## src/rtl/pe_pkg.sv

```systemverilog
// Shared PE types: coefficient width, coefficient type and
// the iterative multiplier state encoding.
package pe_pkg;

   localparam int COEF_W = 23;

   typedef logic [COEF_W-1:0] coef_t;

   typedef enum logic [1:0] {
      IDLE,
      BUSY,
      DONE
   } mul_state_t;

endpackage

```

## src/rtl/mod_mul_step.sv

```systemverilog
// One MSB-first interleaved step: acc_next = (2*acc + bit*a) mod q.
// Both reductions are single conditional subtractions on W+1 bits.
module mod_mul_step #(
   parameter int W = 23
) (
   input  logic [W-1:0] acc,
   input  logic [W-1:0] a,
   input  logic [W-1:0] q,
   input  logic         b_bit,
   output logic [W-1:0] acc_next
);

   logic [W:0] q_x;
   logic [W:0] dbl;
   logic [W:0] t;
   logic [W:0] sum;
   logic [W:0] u;

   assign q_x = {1'b0, q};
   assign dbl = {acc, 1'b0};
   assign t   = (dbl >= q_x) ? dbl - q_x : dbl;
   assign sum = b_bit ? t + {1'b0, a} : t;
   assign u   = (sum >= q_x) ? sum - q_x : sum;

   assign acc_next = u[W-1:0];

endmodule

```

## src/rtl/mod_mul_iter.sv

```systemverilog
// Iterative modular multiplier c = (a*b) mod q, one multiplier
// bit per clock, with valid/ready handshakes on both sides.
module mod_mul_iter
   import pe_pkg::*;
#(
   parameter int W = COEF_W
) (
   input  logic         clk_i,
   input  logic         rst_n_i,
   input  logic         valid_i,
   output logic         ready_o,
   input  logic [W-1:0] a_i,
   input  logic [W-1:0] b_i,
   input  logic [W-1:0] q_i,
   output logic         valid_o,
   input  logic         ready_i,
   output logic [W-1:0] c_o
);

   localparam int CW = (W > 1) ? $clog2(W) : 1;
   localparam logic [CW-1:0] CNT_MAX = CW'(W - 1);

   mul_state_t    state;
   logic [W-1:0]  acc;
   logic [W-1:0]  acc_next;
   logic [CW-1:0] cnt;
   logic [W-1:0]  a_r;
   logic [W-1:0]  b_r;
   logic [W-1:0]  q_r;

   mod_mul_step #(
      .W (W)
   ) u_step (
      .acc      (acc),
      .a        (a_r),
      .q        (q_r),
      .b_bit    (b_r[cnt]),
      .acc_next (acc_next)
   );

   // Handshake outputs and result are registered alongside the state.
   always_ff @(posedge clk_i or negedge rst_n_i) begin
      if (!rst_n_i) begin
         state   <= IDLE;
         acc     <= '0;
         cnt     <= '0;
         a_r     <= '0;
         b_r     <= '0;
         q_r     <= '0;
         ready_o <= 1'b1;
         valid_o <= 1'b0;
         c_o     <= '0;
      end else begin
         unique case (state)
            IDLE: begin
               if (valid_i) begin
                  a_r     <= a_i;
                  b_r     <= b_i;
                  q_r     <= q_i;
                  acc     <= '0;
                  cnt     <= CNT_MAX;
                  ready_o <= 1'b0;
                  state   <= BUSY;
               end
            end
            BUSY: begin
               acc <= acc_next;
               if (cnt == '0) begin
                  c_o     <= acc_next;
                  valid_o <= 1'b1;
                  state   <= DONE;
               end else begin
                  cnt <= cnt - 1'b1;
               end
            end
            DONE: begin
               if (ready_i) begin
                  valid_o <= 1'b0;
                  ready_o <= 1'b1;
                  state   <= IDLE;
               end
            end
            default: begin
               valid_o <= 1'b0;
               ready_o <= 1'b1;
               state   <= IDLE;
            end
         endcase
      end
   end

endmodule
```

## config.mk

```make
export PLATFORM = sky130hd
export DESIGN_NAME = mod_mul_iter
export DESIGN_NICKNAME = d
export VERILOG_FILES = /design/src/rtl/pe_pkg.sv /design/src/rtl/mod_mul_step.sv /design/src/rtl/mod_mul_iter.sv
export SDC_FILE = /design/constraint.sdc
export NUM_CORES = 1
export LEC_CHECK = 0
export BUFFER_PORTS_ARGS = -buffer_cell sky130_fd_sc_hd__clkbuf_2
export CORE_UTILIZATION = 48
export CTS_CLUSTER_SIZE = 24
export DETAILED_ROUTE_END_ITERATION = 7
export PLACE_DENSITY = 0.67
export RECOVER_POWER = 50
export SLEW_MARGIN = 20
export SYNTH_ARGS = -nofsm -noshare
export SYNTH_HDL_FRONTEND = slang
export SYNTH_SLANG_ARGS = --single-unit
```

## constraint.sdc

```tcl
create_clock -name clk_i -period 10.1 [get_ports clk_i]
set_clock_uncertainty 0.05 [all_clocks]
set_input_delay 1.515 -clock clk_i [delete_from_list [all_inputs] [get_ports clk_i]]
set_output_delay 1.515 -clock clk_i [all_outputs]
set_load 0.01 [all_outputs]
```

==> results of run 1 <==
[worst min path at each step]
stage / endpoint / slack [ns] / cells past startpoint
after floorplan: b_r[10] / 0.39 / 2
after global placement: b_r[4] / 0.40 / 2
after detailed placement: b_r[6] / 0.41 / 2
after CTS: b_r[6] / 0.43 / 2
after global routing: b_r[19] / 0.45 / 2
final: b_r[5] / 0.42 / 2
[cells by family (layout without fill, tap and decap cells)]
group / Yosys count / count (layout) / share of synthesized area (%)
multiplexers: 35 / 35 / 4.50
AO/OA/AOI/OAI: 313 / 313 / 21.5
adder cells (fa/ha/maj): 75 / 75 / 9.82
flip-flops: 124 / 124 / 31.7
buffers and inverters: 116 / 197 / 4.80
XOR/XNOR: 55 / 55 / 5.12
AND/OR/NAND/NOR: 481 / 481 / 22.5
[metal layers]
metal | part of all wire, % | wire [um] | vias up
li1 | - | - | 4466
met1 | 44 | 12900 | 4399
met2 | 48 | 13900 | 309
met3 | 4.7 | 1360 | 67
met4 | 3.6 | 1060 | 0
met5 | 0 | 0 | -
[cell usage in the layout (no fill, tap or decap), drive strengths merged, types with 8 or more instances in the layout]
master    n
a211oi   24
a21boi   13
a21o     28
a21oi    65
a311o     8
and2     10
and3      8
buf      10
clkbuf  119
dfrtp   123
ha       72
inv      62
mux2     19
mux2i    11
nand2   238
nand2b    9
nand3    56
nand4    36
nor2     58
nor2b     8
nor3     20
nor4     13
o211ai   19
o21a     11
o21ai    79
o31ai     9
xnor2    35
xor2     20
[state kept, by name (all words and copies together), names as in the netlist]
name     cells
b_r         23
valid_o      1
q_r         23
a_r         23
cnt          5
acc         23
c_o         23
ready_o      1
state        2
[metrics by stage]
step                utilization, %  cell area, um^2  std cells  setup WS (ns)
global placement              53.1            10500       1513           1.92
finish                        55.8            11000       1545           1.50
CTS                           56.0            11100       1545           1.66
floorplan                        -             9780       1199           3.10
global route                  55.8            11000       1545          0.873
detailed placement            53.1            10500       1513           1.72
[final cells by class]
| class | count | area (um^2) | share of cell area, % |
|---|---|---|---|
| Clock inverter | 14 | 148 | 1.34 |
| Inverter | 54 | 203 | 1.84 |
| Sequential cell | 124 | 3100 | 28.2 |
| Tap cell | 265 | 332 | 3.02 |
| Clock buffer | 18 | 439 | 3.99 |
| Multi-Input combinational cell | 959 | 6220 | 56.6 |
| Timing Repair Buffer | 111 | 544 | 4.95 |
[critical path, stage by stage, from the launching register on]
cell and delay (ns):
dfrtp_1 0.41, ha_1 0.48, a21oi_1 0.16, o21ai_2 0.30
nor3_1 0.11, nor2_2 0.34, and2_1 0.49, buf_4 0.32
mux2_2 0.38, ha_1 0.35, o211ai_1 0.11, o21ai_1 0.29
o211ai_1 0.23, a21boi_0 0.30, mux2_2 0.36, o21ai_0 0.18
o311ai_0 0.31, ha_1 0.51, nand3_1 0.13, or2_2 0.30
or4_1 0.54, a31oi_1 0.29, o22a_1 0.77, buf_4 0.38
nor4_1 0.08, a211o_1 0.30
==> qor.txt, run 1 <==
min-delay src - b_r[5]
met1 Use GR - 37.0%
Worst R2R Path Depth - 25
layout cell share with drive strength beyond 1 - 12.4%
# hold bufs at CTS - 0
routability cong. - 0.916
Slew @ Worst Pin - 3.55 ns
CTS sink count - 124
Post-synth EDFFs - 0
Initial Util - 49.6%
DRT iter0 DRCs - 580
final period utilization - 85.2%
placeable core area - 0.0197 mm^2
setup TNS - 0 ns
Main synth FF type - dfrtp_1
ANT cells - 0
post-synth top area share - 31.5%
antenna violations before repair - 0
drt wl/cell - 19.0 um
top cells by area, synth - dfrtp_1 (31%), ha_1 (9.2%), nand2_1 (9.1%)
GRT met3 Usage - 3.62%
worst hold slack - 0.423 ns
Hold WC Path Type - reg2reg
total setup buffers inserted after CTS - 0
post-route ant nets - 0
CP endpoint kind - flip-flop
crit start category - flip-flop
latest clock arrival within the worst-skew pair - 0.44 ns
critical path arrival - 8.87 ns
Ports - 98
Reg clk slew, reported paths - 0.06 ns
Layout fillers - 1,886
Avg Cell Area, Syn - 8.16 um^2
worst r2r dst - c_o[10]
critical path class - reg2reg
gr busiest metal - met2
top cells by count, synth - nand2_1 (238), dfrtp_1 (123), o21ai_0 (74)
register area share after synthesis - 31.7%
die height - 145 um
Crit path required time - 10.37 ns
Critical Path Sink - c_o[10]
CTS buffer count - 17
most frequent cell after synthesis - nand2_1
maximum number of pins on one net before global-route repair - 71
# setup viols final - 0
vias in the first global route - 8,793
Slew Limit Fails - 280
via count - 9,241
Std-Cell Rows - 51
Clock Path Buffers - 2
Synth Warn # - 0
outcome - finished with violations
endpoints failing hold - 0
dpl hpwl - 21.6 mm
Post-CTS Resized - 0
minimum clock period - 8.60 ns
Area Overhead vs Synth - 12.4%
post-synthesis async set-or-reset flop share - 100%
DIE WIDTH - 145 um
drc violations - 0
failing checks - capacitance limit, slew limit
H-tree Lvls - 4
GR Overflow Total - 0
Critical Path Fanout Max - 23
Die Area - 0.0210 mm^2
Cell variety after synth - 82
Worst slew margin - -137%
post-synth net total - 1,347
Max Clock Freq - 116 MHz
met2 Use GR - 49.0%
Final nets - 1,415
GRT Total Usage - 29.0%
area leader, netlist - dfrtp_1
first-pass GRT wire length - 46.1 mm
Port Buf Inserts - 97
max cap viols - 5
router iterations before antenna repair - 4
worst reg-to-reg setup slack - 1.50 ns
Root Buffer - clkbuf_16
Worst Setup SP - acc[16]
post-synthesis register bit count - 124
CTS tree - built
final WL - 29.3 mm
Reg-to-Reg Start - acc[16]
RSZ-0062 raised after global routing - false
Vias/cell - 5.98
Mapped Cells - 1,199
Netlist Area Pre-Place - 0.00978 mm^2
Power of run 1 is left out: the tool's default activity adds up to more than one toggle a clock period on the data nets, which glitch-free logic cannot reach.
==> run 2, diff against run 1 <==
PLACE_DENSITY = 0.7   (was 0.67)
SLEW_MARGIN = 15   (was 20)
clock period = 6.9 ns   (was 10.1 ns; I/O delays follow)
==> qor.txt, run 2 (synthesis results as in run 1) <==
outcome - finished with violations
failing checks - capacitance limit, slew limit
layout cell share with drive strength beyond 1 - 19.1% (+6.7 points)
Clock Path Buffers - 2 (unchanged)
Reg-to-Reg Start - q_r[21]
final period utilization - 96.0% (+11 points)
GRT Total Usage - 30.2% (+1.2 points)
max cap viols - 1 (-4)
Initial Util - 49.6% (unchanged)
final WL - 29.9 mm (+2.2%)
crit start category - flip-flop
CP endpoint kind - flip-flop
min-delay src - b_r[19]
Worst R2R Path Depth - 26 (+4.0%)
Port Buf Inserts - 97 (unchanged)
critical path class - reg2reg
drt wl/cell - 18.5 um (-2.7%)
Hold Path Depth - 2 (unchanged)
vias in the first global route - 9,450 (+7.5%)
Reg clk slew, reported paths - 0.07 ns (about the same)
CTS buffer count - 17 (unchanged)
Final nets - 1,493 (+5.5%)
dpl hpwl - 22.1 mm (+2.3%)
Critical Path Fanout Max - 11 (-52%)
Root Buffer - clkbuf_16
Slew Limit Fails - 65 (-77%)
commonest cells after routing, fill and taps aside - nand2_1 (238), dfrtp_1 (123), buf_4 (87)
critical path arrival - 6.90 ns (-1.97 ns)
Worst slew margin - -159% (-23 points)
maximum number of pins on one net before global-route repair - 78 (+9.9%)
via count - 9,614 (+4.0%)
router iterations before antenna repair - 5 (+1)
Slew @ Worst Pin - 3.89 ns (+0.339 ns)
latest clock arrival within the worst-skew pair - 0.44 ns (about the same)
placeable core area - 0.0197 mm^2 (unchanged)
Worst Setup SP - q_r[21]
drc violations - 0 (unchanged)
Hold Crit Endpoint - b_r[19]
routability cong. - 0.944 (+3.1%)
Area Overhead vs Synth - 19.9%
ANT cells - 0 (unchanged)
minimum clock period - 6.63 ns (-1.98 ns)
H-tree Lvls - 4 (unchanged)
Vias/cell - 5.92 (-0.96%)
Ports - 98 (unchanged)
# setup viols final - 0 (unchanged)
DRT iter0 DRCs - 818 (+41%)
post-route ant nets - 0 (unchanged)
die height - 145 um (unchanged)
first-pass GRT wire length - 48.3 mm (+4.6%)
DIE WIDTH - 145 um (unchanged)
antenna violations before repair - 0 (unchanged)
Hold WC Path Type - reg2reg
Crit path required time - 7.18 ns (-3.19 ns)
CTS sink count - 124 (unchanged)
Crit-path slowest cell - or4b_2
CP max stage delay - 0.61 ns (-0.16 ns)
Std-Cell Rows - 51 (unchanged)
GR Overflow Total - 0 (unchanged)
setup TNS - 0 ns (unchanged)
worst r2r dst - c_o[0]
CTS tree - built
Max Clock Freq - 151 MHz (+30%)
most frequent CP cell - ha_1
Die Area - 0.0210 mm^2 (unchanged)
worst reg-to-reg setup slack - 0.27 ns (-1.22 ns)
endpoints failing hold - 0 (unchanged)
most common cell after layout, fill and taps aside - nand2_1
==> run 2: final cells by class <==
class,count,area [um^2]
clock buffers,18,439
clock inverters,14,174
fillers,1787,7990
inverters,54,203
multi-input cells,959,6320
flip-flops and latches,124,3100
well taps,265,332
repair buffers,189,1160
==> run 2: stage by stage <==
step	std cells	hold slack (ns)	utilization [%]	cell area (um^2)	worst slack, ns
3_3_place_gp	1589	0.404	56.0	11000	0.0835
6_report	1623	0.424	59.5	11700	0.273
3_5_place_dp	1589	0.413	56.0	11000	0.0614
4_1_cts	1621	0.428	59.1	11700	0.0372
5_1_grt	1623	0.448	59.5	11700	-0.0227
2_1_floorplan	1199	0.390	-	9790	0.0393
==> run 2: how the worst max path moves through the flow <==
stage	endpoint	slack (ns)
finish	c_o[0]	0.27
global route	acc[0]	-0.02
CTS	acc[21]	0.04
global placement	acc[21]	0.08
detailed placement	acc[21]	0.06
floorplan	acc[13]	0.04
==> run 2: layer usage <==
metal  share of wire [%]  routed length (um)  vias to the layer above  GRT usage, %
met2                  49               14700                      326          50.9
met4                 3.1                 927                        0          12.6
met3                 4.8                1440                       67          4.77
met5                   0                   0                        -             0
li1                    -                   -                     4616             -
met1                  43               12900                     4605          38.4
==> run 2: timing repair <==
| item | CTS | global route |
|---|---|---|
| resized for setup | 0 | 32 |
| setup endpoints to repair | 0 | 46 |
| buffers inserted | 0 | 2 |
| hold buffers | 0 | 0 |
==> run 2: worst max-delay path: cells and delay by family (launching register included) <==
kind,cells,cell delay (ns)
fa+ha+maj,3,0.88
compound gates,9,2.18
xor+xnor,1,0.14
flops,1,0.36
mux,1,0.35
simple gates,8,1.99
buf+inv,4,0.56
Power of run 2 is left out for the same reason.
==> run 3, diff against run 2 <==
CORE_ASPECT_RATIO = 0.7   (was default)
==> qor.txt, run 3 (synthesis results as in run 1) <==
Ports - 98 (unchanged)
first-pass GRT wire length - 46.9 mm (-2.8%)
register area - 0.00310 mm^2 (unchanged)
dpl hpwl - 21.3 mm (-3.5%)
Hold WC Path Type - reg2reg
minimum clock period - 6.63 ns (-0.000122 ns)
max cap viols - 3 (+2)
setup TNS - 0 ns (unchanged)
H-tree Lvls - 4 (unchanged)
drt wl/cell - 18.0 um (-2.5%)
worst r2r dst - c_o[22]
Initial Util - 49.2% (-0.47 points)
CTS buffer count - 17 (unchanged)
vias in the first global route - 8,945 (-5.3%)
Die Area - 0.0210 mm^2 (about the same)
Layout fillers - 1,883 (+5.4%)
ANT cells - 0 (unchanged)
DRT iter0 DRCs - 963 (+18%)
most frequent CP cell - buf_4
Slew Limit Fails - 198 (+200%)
# setup viols final - 0 (unchanged)
post-route insts no fill - 1,601 (-1.4%)
Crit-path slowest cell - or4_4
Vias/cell - 6.02 (+1.6%)
Max Clock Freq - 151 MHz (about the same)
outcome - finished with violations
final period utilization - 96.0% (about the same)
maximum number of pins on one net before global-route repair - 71 (-9.0%)
GR Overflow Total - 0 (unchanged)
Std-Cell Rows - 43 (-16%)
Hold Path Depth - 2 (unchanged)
die height - 121 um (-16%)
GRT Total Usage - 28.4% (-1.8 points)
Reg-to-Reg Start - q_r[21]
Critical Path Fanout Max - 9 (-2)
Area Overhead vs Synth - 17.9%
Root Buffer - clkbuf_16
CTS tree - built
Finished Cell Area - 0.0115 mm^2 (-1.6%)
DIE WIDTH - 173 um (+19%)
worst reg-to-reg setup slack - 0.27 ns (about the same)
routability cong. - 1.01 (+7.2%)
delay-heaviest family, CP - compound AO/OA/AOI/OAI gates
post-route ant nets - 0 (unchanged)
critical path class - reg2reg
CP endpoint kind - flip-flop
most common cell after layout, fill and taps aside - nand2_1
Crit path required time - 7.16 ns (-0.02 ns)
DP Area - 0.0109 mm^2 (-1.7%)
via count - 9,640 (+0.27%)
layout cell share with drive strength beyond 1 - 17.5% (-1.6 points)
antenna violations before repair - 1 (+1)
area occupied by multi-input gates - 0.00634 mm^2 (+0.40%)
drc violations - 0 (unchanged)
Slew @ Worst Pin - 3.38 ns (-0.512 ns)
Worst slew margin - -125% (+34 points)
CTS sink count - 124 (unchanged)
dpl cells - 1,567 (-1.4%)
critical path arrival - 6.89 ns (about the same)
crit start category - flip-flop
CP max stage delay - 0.52 ns (-0.09 ns)
final WL - 28.8 mm (-3.8%)
router iterations before antenna repair - 6 (+1)
Hold Crit Endpoint - b_r[4]
placeable core area - 0.0199 mm^2 (+0.96%)
Worst R2R Path Depth - 34 (+31%)
Buf+Inv Stages, Crit Path - 8 (+4)
worst hold slack - 0.423 ns (-0.00113 ns)
commonest cells after routing, fill and taps aside - nand2_1 (237), dfrtp_1 (123), clkbuf_2 (73)
Final nets - 1,466 (-1.8%)
failing checks - capacitance limit, slew limit
endpoints failing hold - 0 (unchanged)
latest clock arrival within the worst-skew pair - 0.44 ns (about the same)
Port Buf Inserts - 97 (unchanged)
Clock Path Buffers - 2 (unchanged)
min-delay src - b_r[4]
Reg clk slew, reported paths - 0.06 ns (about the same)
## run 3: worst max-delay path by stage
stage	startpoint	to	slack (ns)	cells past startpoint
after global placement	q_r[21]	acc[0]	0.17	27
final	q_r[21]	c_o[22]	0.27	34
after floorplan	acc[20]	acc[13]	0.04	29
after CTS	q_r[21]	c_o[12]	0.04	27
after global routing	acc[8]	acc[21]	-0.03	28
after detailed placement	q_r[21]	acc[21]	0.007	27
## run 3: final cells by class
| cell class | instances | share of cell area (%) |
|---|---|---|
| Sequential cell | 124 | 26.9 |
| Timing Repair Buffer | 162 | 8.39 |
| Tap cell | 270 | 2.93 |
| Multi-Input combinational cell | 959 | 55.0 |
| Clock buffer | 19 | 3.92 |
| Clock inverter | 13 | 1.14 |
| Inverter | 54 | 1.76 |
## run 3: metrics by stage
stage	setup WS [ns]	utilization, %
5_1_grt	-0.0334	58.0
4_1_cts	0.0365	57.5
3_5_place_dp	0.00674	54.6
2_1_floorplan	0.0393	-
3_3_place_gp	0.174	54.6
6_report	0.273	58.0
## run 3: routing by layer
layer | vias up | global-route usage, % | part of all wire, %
met2 | 402 | 42.7 | 43
met5 | - | 0 | 0
met4 | 0 | 8.93 | 2.1
li1 | 4578 | - | -
met1 | 4604 | 41.3 | 47
met3 | 56 | 4.95 | 7.7
## run 3: tightest hold or removal path, delay by kind of cell, from the launching register on
family	cells	cell delay, ns
DFF	1	0.34
and+or+nand+nor	2	0.10
## run 3: repair_timing
action / in CTS / in global routing
cloned: 0 / 0
hold buffers: 0 / 0
setup buffers: 0 / 2
pin swaps: 0 / 10
resized for setup: 2 / 35
setup endpoints to repair: 9 / 46
Power of run 3 is left out for the same reason.
